===== src/rtl/dbg_boot_sequencer.sv =====
// Boots a halted-image hart over DMI: activates the debug module, halts the
// selected hart, writes DPC through an abstract command, then resumes it.
module dbg_boot_sequencer #(
    parameter logic [31:0] BootAddr    = 32'h8000_0080,
    parameter logic [9:0]  HartSel     = 10'd0,
    parameter int unsigned PollTimeout = 1024
) (
    input  logic        clk_i,
    input  logic        rst_i,
    input  logic        start_i,
    output logic        dmi_req_valid_o,
    input  logic        dmi_req_ready_i,
    output logic [6:0]  dmi_req_addr_o,
    output logic [1:0]  dmi_req_op_o,
    output logic [31:0] dmi_req_data_o,
    input  logic        dmi_resp_valid_i,
    output logic        dmi_resp_ready_o,
    input  logic [31:0] dmi_resp_data_i,
    input  logic [1:0]  dmi_resp_resp_i,
    output logic        busy_o,
    output logic        done_o,
    output logic        error_o,
    output logic [3:0]  err_step_o
);

    localparam int unsigned StepW   = 4;
    localparam int unsigned PollW   = (PollTimeout < 2) ? 1 : $clog2(PollTimeout);
    localparam int unsigned ReqW    = 7 + 2 + 32;

    localparam logic [6:0] AddrData0   = 7'h04;
    localparam logic [6:0] AddrDmctl   = 7'h10;
    localparam logic [6:0] AddrDmstat  = 7'h11;
    localparam logic [6:0] AddrAbscs   = 7'h16;
    localparam logic [6:0] AddrCommand = 7'h17;

    localparam logic [1:0] OpRead  = 2'd1;
    localparam logic [1:0] OpWrite = 2'd2;

    localparam logic [31:0] HartField   = {6'd0, HartSel, 16'd0};
    localparam logic [31:0] DmActive    = 32'h0000_0001;
    localparam logic [31:0] HaltReq     = 32'h8000_0000;
    localparam logic [31:0] ResumeReq   = 32'h4000_0000;
    localparam logic [31:0] CmdWriteDpc = 32'h0023_07B1;

    localparam logic [31:0] MaskAllHalted    = 32'h0000_0200;
    localparam logic [31:0] MaskAbsBusy      = 32'h0000_1000;
    localparam logic [31:0] MaskCmdErr       = 32'h0000_0700;
    localparam logic [31:0] MaskAllResumeAck = 32'h0002_0000;

    localparam logic [StepW-1:0] StepWaitHalt   = StepW'(3);
    localparam logic [StepW-1:0] StepWaitAbs    = StepW'(7);
    localparam logic [StepW-1:0] StepWaitResume = StepW'(9);

    localparam logic [PollW-1:0] PollLast = PollW'(PollTimeout - 1);

    typedef enum logic [2:0] {
        StIdle,
        StReq,
        StResp,
        StDone,
        StError
    } state_e;

    state_e             state_q, state_d;
    logic [StepW-1:0]   step_q, step_d;
    logic [PollW-1:0]   poll_cnt_q, poll_cnt_d;
    logic               req_valid_q, req_valid_d;
    logic [6:0]         req_addr_q, req_addr_d;
    logic [1:0]         req_op_q, req_op_d;
    logic [31:0]        req_data_q, req_data_d;
    logic               resp_ready_q, resp_ready_d;
    logic               busy_q, busy_d;
    logic               done_q, done_d;
    logic               error_q, error_d;
    logic [3:0]         err_step_q, err_step_d;

    logic               is_poll_step;
    logic               poll_ok;
    logic               cmderr_set;
    logic               abort;
    logic [ReqW-1:0]    step_req;

    // Fixed request for each step, packed as {addr, op, data}.
    function automatic logic [ReqW-1:0] req_for_step(input logic [StepW-1:0] step);
        logic [ReqW-1:0] r;
        r = {AddrDmctl, OpWrite, DmActive};
        case (step)
            4'd0:    r = {AddrDmctl,   OpWrite, DmActive};
            4'd1:    r = {AddrDmctl,   OpWrite, HartField | DmActive};
            4'd2:    r = {AddrDmctl,   OpWrite, HartField | HaltReq | DmActive};
            4'd3:    r = {AddrDmstat,  OpRead,  32'd0};
            4'd4:    r = {AddrDmctl,   OpWrite, HartField | DmActive};
            4'd5:    r = {AddrData0,   OpWrite, BootAddr};
            4'd6:    r = {AddrCommand, OpWrite, CmdWriteDpc};
            4'd7:    r = {AddrAbscs,   OpRead,  32'd0};
            4'd8:    r = {AddrDmctl,   OpWrite, HartField | ResumeReq | DmActive};
            4'd9:    r = {AddrDmstat,  OpRead,  32'd0};
            default: r = {AddrDmctl,   OpWrite, DmActive};
        endcase
        return r;
    endfunction

    // Evaluate the read data of the current step's response.
    always_comb begin
        is_poll_step = 1'b0;
        poll_ok      = 1'b1;
        cmderr_set   = (dmi_resp_data_i & MaskCmdErr) != 32'd0;
        case (step_q)
            StepWaitHalt: begin
                is_poll_step = 1'b1;
                poll_ok      = (dmi_resp_data_i & MaskAllHalted) != 32'd0;
            end
            StepWaitAbs: begin
                is_poll_step = 1'b1;
                poll_ok      = (dmi_resp_data_i & MaskAbsBusy) == 32'd0;
            end
            StepWaitResume: begin
                is_poll_step = 1'b1;
                poll_ok      = (dmi_resp_data_i & MaskAllResumeAck) != 32'd0;
            end
            default: begin
                is_poll_step = 1'b0;
                poll_ok      = 1'b1;
            end
        endcase
    end

    // Next-state and registered-output computation.
    always_comb begin
        state_d    = state_q;
        step_d     = step_q;
        poll_cnt_d = poll_cnt_q;
        done_d     = done_q;
        error_d    = error_q;
        err_step_d = err_step_q;
        abort      = 1'b0;
        req_addr_d = req_addr_q;
        req_op_d   = req_op_q;
        req_data_d = req_data_q;
        step_req   = '0;

        unique case (state_q)
            StIdle, StDone, StError: begin
                if (start_i) begin
                    state_d    = StReq;
                    step_d     = '0;
                    poll_cnt_d = '0;
                    done_d     = 1'b0;
                    error_d    = 1'b0;
                    err_step_d = 4'd0;
                end
            end
            StReq: begin
                // Valid is always high here, so ready alone completes the handshake.
                if (dmi_req_ready_i) begin
                    state_d = StResp;
                end
            end
            StResp: begin
                if (dmi_resp_valid_i) begin
                    if (dmi_resp_resp_i != 2'd0) begin
                        abort = 1'b1;
                    end else if (is_poll_step && !poll_ok) begin
                        if (poll_cnt_q == PollLast) begin
                            abort = 1'b1;
                        end else begin
                            poll_cnt_d = poll_cnt_q + PollW'(1);
                            state_d    = StReq;
                        end
                    end else if (step_q == StepWaitAbs && cmderr_set) begin
                        abort = 1'b1;
                    end else if (step_q == StepWaitResume) begin
                        state_d = StDone;
                        done_d  = 1'b1;
                    end else begin
                        step_d     = step_q + StepW'(1);
                        poll_cnt_d = '0;
                        state_d    = StReq;
                    end
                end
            end
            default: begin
                state_d = StIdle;
            end
        endcase

        if (abort) begin
            state_d    = StError;
            error_d    = 1'b1;
            err_step_d = step_q;
        end

        if (state_d == StReq) begin
            step_req   = req_for_step(step_d);
            req_addr_d = step_req[ReqW-1 -: 7];
            req_op_d   = step_req[33:32];
            req_data_d = step_req[31:0];
        end

        req_valid_d  = (state_d == StReq);
        busy_d       = (state_d == StReq) || (state_d == StResp);
        resp_ready_d = (state_d != StIdle);
    end

    always_ff @(posedge clk_i) begin
        if (rst_i) begin
            state_q      <= StIdle;
            step_q       <= '0;
            poll_cnt_q   <= '0;
            req_valid_q  <= 1'b0;
            req_addr_q   <= 7'd0;
            req_op_q     <= 2'd0;
            req_data_q   <= 32'd0;
            resp_ready_q <= 1'b0;
            busy_q       <= 1'b0;
            done_q       <= 1'b0;
            error_q      <= 1'b0;
            err_step_q   <= 4'd0;
        end else begin
            state_q      <= state_d;
            step_q       <= step_d;
            poll_cnt_q   <= poll_cnt_d;
            req_valid_q  <= req_valid_d;
            req_addr_q   <= req_addr_d;
            req_op_q     <= req_op_d;
            req_data_q   <= req_data_d;
            resp_ready_q <= resp_ready_d;
            busy_q       <= busy_d;
            done_q       <= done_d;
            error_q      <= error_d;
            err_step_q   <= err_step_d;
        end
    end

    assign dmi_req_valid_o  = req_valid_q;
    assign dmi_req_addr_o   = req_addr_q;
    assign dmi_req_op_o     = req_op_q;
    assign dmi_req_data_o   = req_data_q;
    assign dmi_resp_ready_o = resp_ready_q;
    assign busy_o           = busy_q;
    assign done_o           = done_q;
    assign error_o          = error_q;
    assign err_step_o       = err_step_q;

endmodule


===== config.mk =====
export PLATFORM = sky130hd
export DESIGN_NAME = dbg_boot_sequencer
export DESIGN_NICKNAME = d
export VERILOG_FILES = /design/src/rtl/dbg_boot_sequencer.sv
export SDC_FILE = /design/constraint.sdc
export NUM_CORES = 1
export LEC_CHECK = 0
export ABC_AREA = 0
export CORE_MARGIN = 2
export CORE_UTILIZATION = 35
export CTS_BUF_LIST = sky130_fd_sc_hd__clkbuf_4 sky130_fd_sc_hd__clkbuf_8
export CTS_CLUSTER_SIZE = 14
export DETAILED_ROUTE_END_ITERATION = 7
export GPL_TIMING_DRIVEN = 0
export PLACE_DENSITY_LB_ADDON = 0.12
export SLEW_MARGIN = 20
export SYNTH_ARGS = -nofsm -noshare
export SYNTH_HDL_FRONTEND = slang
export SYNTH_SLANG_ARGS = --single-unit

===== constraint.sdc =====
create_clock -name clk_i -period 3.4 [get_ports clk_i]
set_input_delay 0.68 -clock clk_i [delete_from_list [all_inputs] [get_ports clk_i]]
set_output_delay 0.68 -clock clk_i [all_outputs]
set_load 0.005 [all_outputs]

==> flow_metrics.env <==
export IMPL_synth_ff_type="dfxtp_1"
export IMPL_dp_hpwl_mm=3.90
export IMPL_setup_viol=0
export IMPL_syn_area_per_cell_um2=8.31
export IMPL_synthCells=269
export IMPL_grt_pass1_vias=1750
export IMPL_wl_met1_mm=2.42
export IMPL_root_buffer="clkbuf_8"
export IMPL_synth_edf_count=0
export IMPL_seq_area_um2=741
export IMPL_timing_max_cap_violations=0
export IMPL_wl_mm=5.11
export IMPL_grt_pass1_wl_mm=8.07
export IMPL_leakage_nw=1.21
export IMPL_antenna_left=0
export IMPL_initial_utilization=0.356
export IMPL_tns_ns=0
export IMPL_clock_latency_ns=0.28
export IMPL_seq_area_frac_synth=0.331
export IMPL_finalCritPeriodShare=0.967
export IMPL_slew_viol_final=0
export IMPL_multi_input_area_um2=1330
export IMPL_drc=0
export IMPL_drive_gt1_frac=0.174
export IMPL_max_freq_ghz=0.304
export IMPL_io_pins=89
export IMPL_final_util=0.471
export IMPL_power_density_nw_per_um2=325
export IMPL_wl_met3_um=269
export IMPL_place_gp_congestion=0.863
export IMPL_nets=386
export IMPL_stdcell_count=416
export IMPL_maxSlewHeadroom=0.338
export IMPL_cts_buffer_depth=2
export IMPL_core_um2=6280
export IMPL_cts_made_buffers=5
export IMPL_endpoint_kind="flip-flop"
export IMPL_synth_warnings=0
export IMPL_period_minus_slack_ns=3.29
export IMPL_grt_max_degree=12
export IMPL_ys_ff_latch=37
export IMPL_h_tree_depth=2
export IMPL_cp_required_ns=3.61
export IMPL_antenna_found_initial=0
export IMPL_rows=29
export IMPL_ys_async_sr_fraction=0
export IMPL_syn_area_um2=2230
export IMPL_num_antenna_cells=0
export IMPL_rsz0062_at_grt="false"
export IMPL_die_w_um=83.9
export IMPL_vdd_drop_max_mv=0.210
export IMPL_cp_max_fo=6
export IMPL_hold_path_class="reg -> reg"
export IMPL_die_h_um=83.9
export IMPL_area_growth_pct=32.3
export IMPL_cts_sinks=37
export IMPL_drt_pass1_iter_count=4
export IMPL_tightest_slew_ns=0.978
export IMPL_track_usage=0.140
export IMPL_status="complete, no violations"
export IMPL_holdPathStages=2
export IMPL_wl_met2_mm=2.40
export IMPL_die_area_um2=7040
export IMPL_dp_cells=406
export IMPL_hold_viol=0
export IMPL_drt_iter0_drc=91
export IMPL_grt_ovfl_total=0
export IMPL_top_layer_used="met4"
export IMPL_ys_types=55
export IMPL_power_total_uw=959
export IMPL_ctsHoldBuffers=0
export IMPL_clkTransAtPathRegs_ns=0.08
export IMPL_fill_cells=653
export IMPL_port_buffers=38
export IMPL_arrival_ns=3.50
export IMPL_timing_worst_setup_path_type="in -> reg"
export IMPL_vias_per_cell=4.88
export IMPL_r2r_cells=10
export IMPL_vias=2029
export IMPL_cts_tree="yes"
export IMPL_final_setup_skew_ns=0.00975
export IMPL_wl_per_cell_um=12.3
export IMPL_start_kind="input port"
-- critical path, cell delays in order --
cell and delay, ns:
clkdlybuf4s50_1 0.45, or3_4 0.42, and3_4 0.20, or3_1 0.40, a21bo_2 0.27, a21oi_4 0.23
inv_1 0.12, ha_1 0.23, o211ai_1 0.19, o211ai_1 0.16, a22oi_1 0.15
-- metal layers --
| metal | track usage | up-vias |
|---|---|---|
| li1 | - | 1052 |
| met1 | 0.187 | 928 |
| met2 | 0.228 | 47 |
| met3 | 0.0326 | 2 |
| met4 | 0.0352 | 0 |
| met5 | 0 | - |
-- cell usage after synthesis, types with 3 or more instances --
master,instances,area share
a31oi_1,3,0.0084
dfxtp_1,37,0.33
nor2_1,23,0.039
nor3_1,3,0.0067
and3_1,4,0.011
nand2b_1,10,0.028
nand3_1,15,0.034
nand2_1,22,0.037
inv_1,9,0.015
a21oi_1,21,0.047
o21ai_0,7,0.016
xor2_1,5,0.020
nand4_1,7,0.020
clkbuf_1,5,0.0084
mux2_2,3,0.015
nor2b_1,4,0.011
or3_1,3,0.0084
o211ai_1,3,0.010
buf_4,30,0.10
ha_1,9,0.050
-- final timing paths --
path | start | end | slack [ns]
max | dmi_resp_data_i[9] | dmi_req_data_o[0]$_SDFFE_PP0N_ | 0.11
min | dmi_req_addr_o[0]$_SDFFE_PP0N_ | dmi_req_addr_o[0]$_SDFFE_PP0N_ | 0.45
max reg2reg | step_q[0]$_SDFF_PP0_ | dmi_req_addr_o[4]$_SDFFE_PP0N_ | 0.46
min reg2reg | dmi_req_addr_o[0]$_SDFFE_PP0N_ | dmi_req_addr_o[0]$_SDFFE_PP0N_ | 0.45
-- registers in the layout (all words and copies together), names as in the netlist, 2 cells and up --
register        flops
poll_cnt_q         10
dmi_req_data_o      5
dmi_req_addr_o      4
err_step_o          4
step_q              4
state_q             3
dmi_req_op_o        2
-- metrics by stage --
step / cell area (um2) / setup slack, ns / hold slack (ns)
final: 2960 / 0.113 / 0.455
after global routing: 2960 / 0.00138 / 0.495
after CTS: 2890 / 0.0358 / 0.456
after detailed placement: 2790 / -0.439 / 0.441
after global placement: 2790 / -0.444 / 0.449
after floorplan: 2320 / 0.359 / 0.442
-- area by class of cell --
class / instances / share of cell area
plain buffers: 38 / 0.0898
multi-input cells: 207 / 0.448
well taps: 77 / 0.0326
clock inverters: 2 / 0.00339
clock buffers: 6 / 0.0258
flip-flops and latches: 37 / 0.251
repair buffers: 40 / 0.138
inverters: 9 / 0.0114
-- layout by cell type (no fill, tap or decap), types with 2 or more instances in the layout --
| cell type | n |
|---|---|
| a21o_1 | 2 |
| a21oi_1 | 19 |
| a21oi_4 | 2 |
| a22oi_1 | 2 |
| a311oi_1 | 2 |
| a31oi_1 | 2 |
| a32oi_1 | 2 |
| a41o_1 | 2 |
| and3_1 | 4 |
| buf_2 | 2 |
| buf_4 | 31 |
| clkbuf_1 | 5 |
| clkbuf_8 | 5 |
| clkdlybuf4s50_1 | 38 |
| clkinv_2 | 2 |
| conb_1 | 23 |
| dfxtp_1 | 37 |
| ha_1 | 9 |
| inv_1 | 9 |
| mux2_2 | 3 |
| nand2_1 | 22 |
| nand2b_1 | 10 |
| nand3_1 | 15 |
| nand3b_1 | 2 |
| nand4_1 | 7 |
| nand4b_1 | 2 |
| nor2_1 | 21 |
| nor2b_1 | 4 |
| nor3_1 | 3 |
| nor3b_2 | 2 |
| o211ai_1 | 3 |
| o21ai_0 | 7 |
| o22ai_1 | 2 |
| o31ai_1 | 2 |
| or3_1 | 3 |
| xor2_1 | 5 |
-- timing repair --
item	4_1_cts	5_1_grt
cloned	0	0
buffers inserted	0	2
gates resized for setup	3	7
pin swaps	0	4
setup endpoints to repair	5	7
-- power breakdown --
part | total [mW] | switching [mW] | internal, mW | leakage [nW]
registers | 0.462 | 0.00906 | 0.453 | 0.301
clock network | 0.304 | 0.154 | 0.150 | 0.0484
logic | 0.193 | 0.0899 | 0.103 | 0.860
total | 0.959 | 0.253 | 0.706 | 1.21
-- cell families after synthesis --
kind of cell    after synthesis  synth area share
compound gates               56             0.165
xor+xnor                      6            0.0235
fa+ha+maj                     9            0.0504
buf+inv                      47             0.134
flops                        37             0.331
mux                           4            0.0196
other cells                   1           0.00168
simple gates                109             0.274
(Power assumes the default switching activity.)
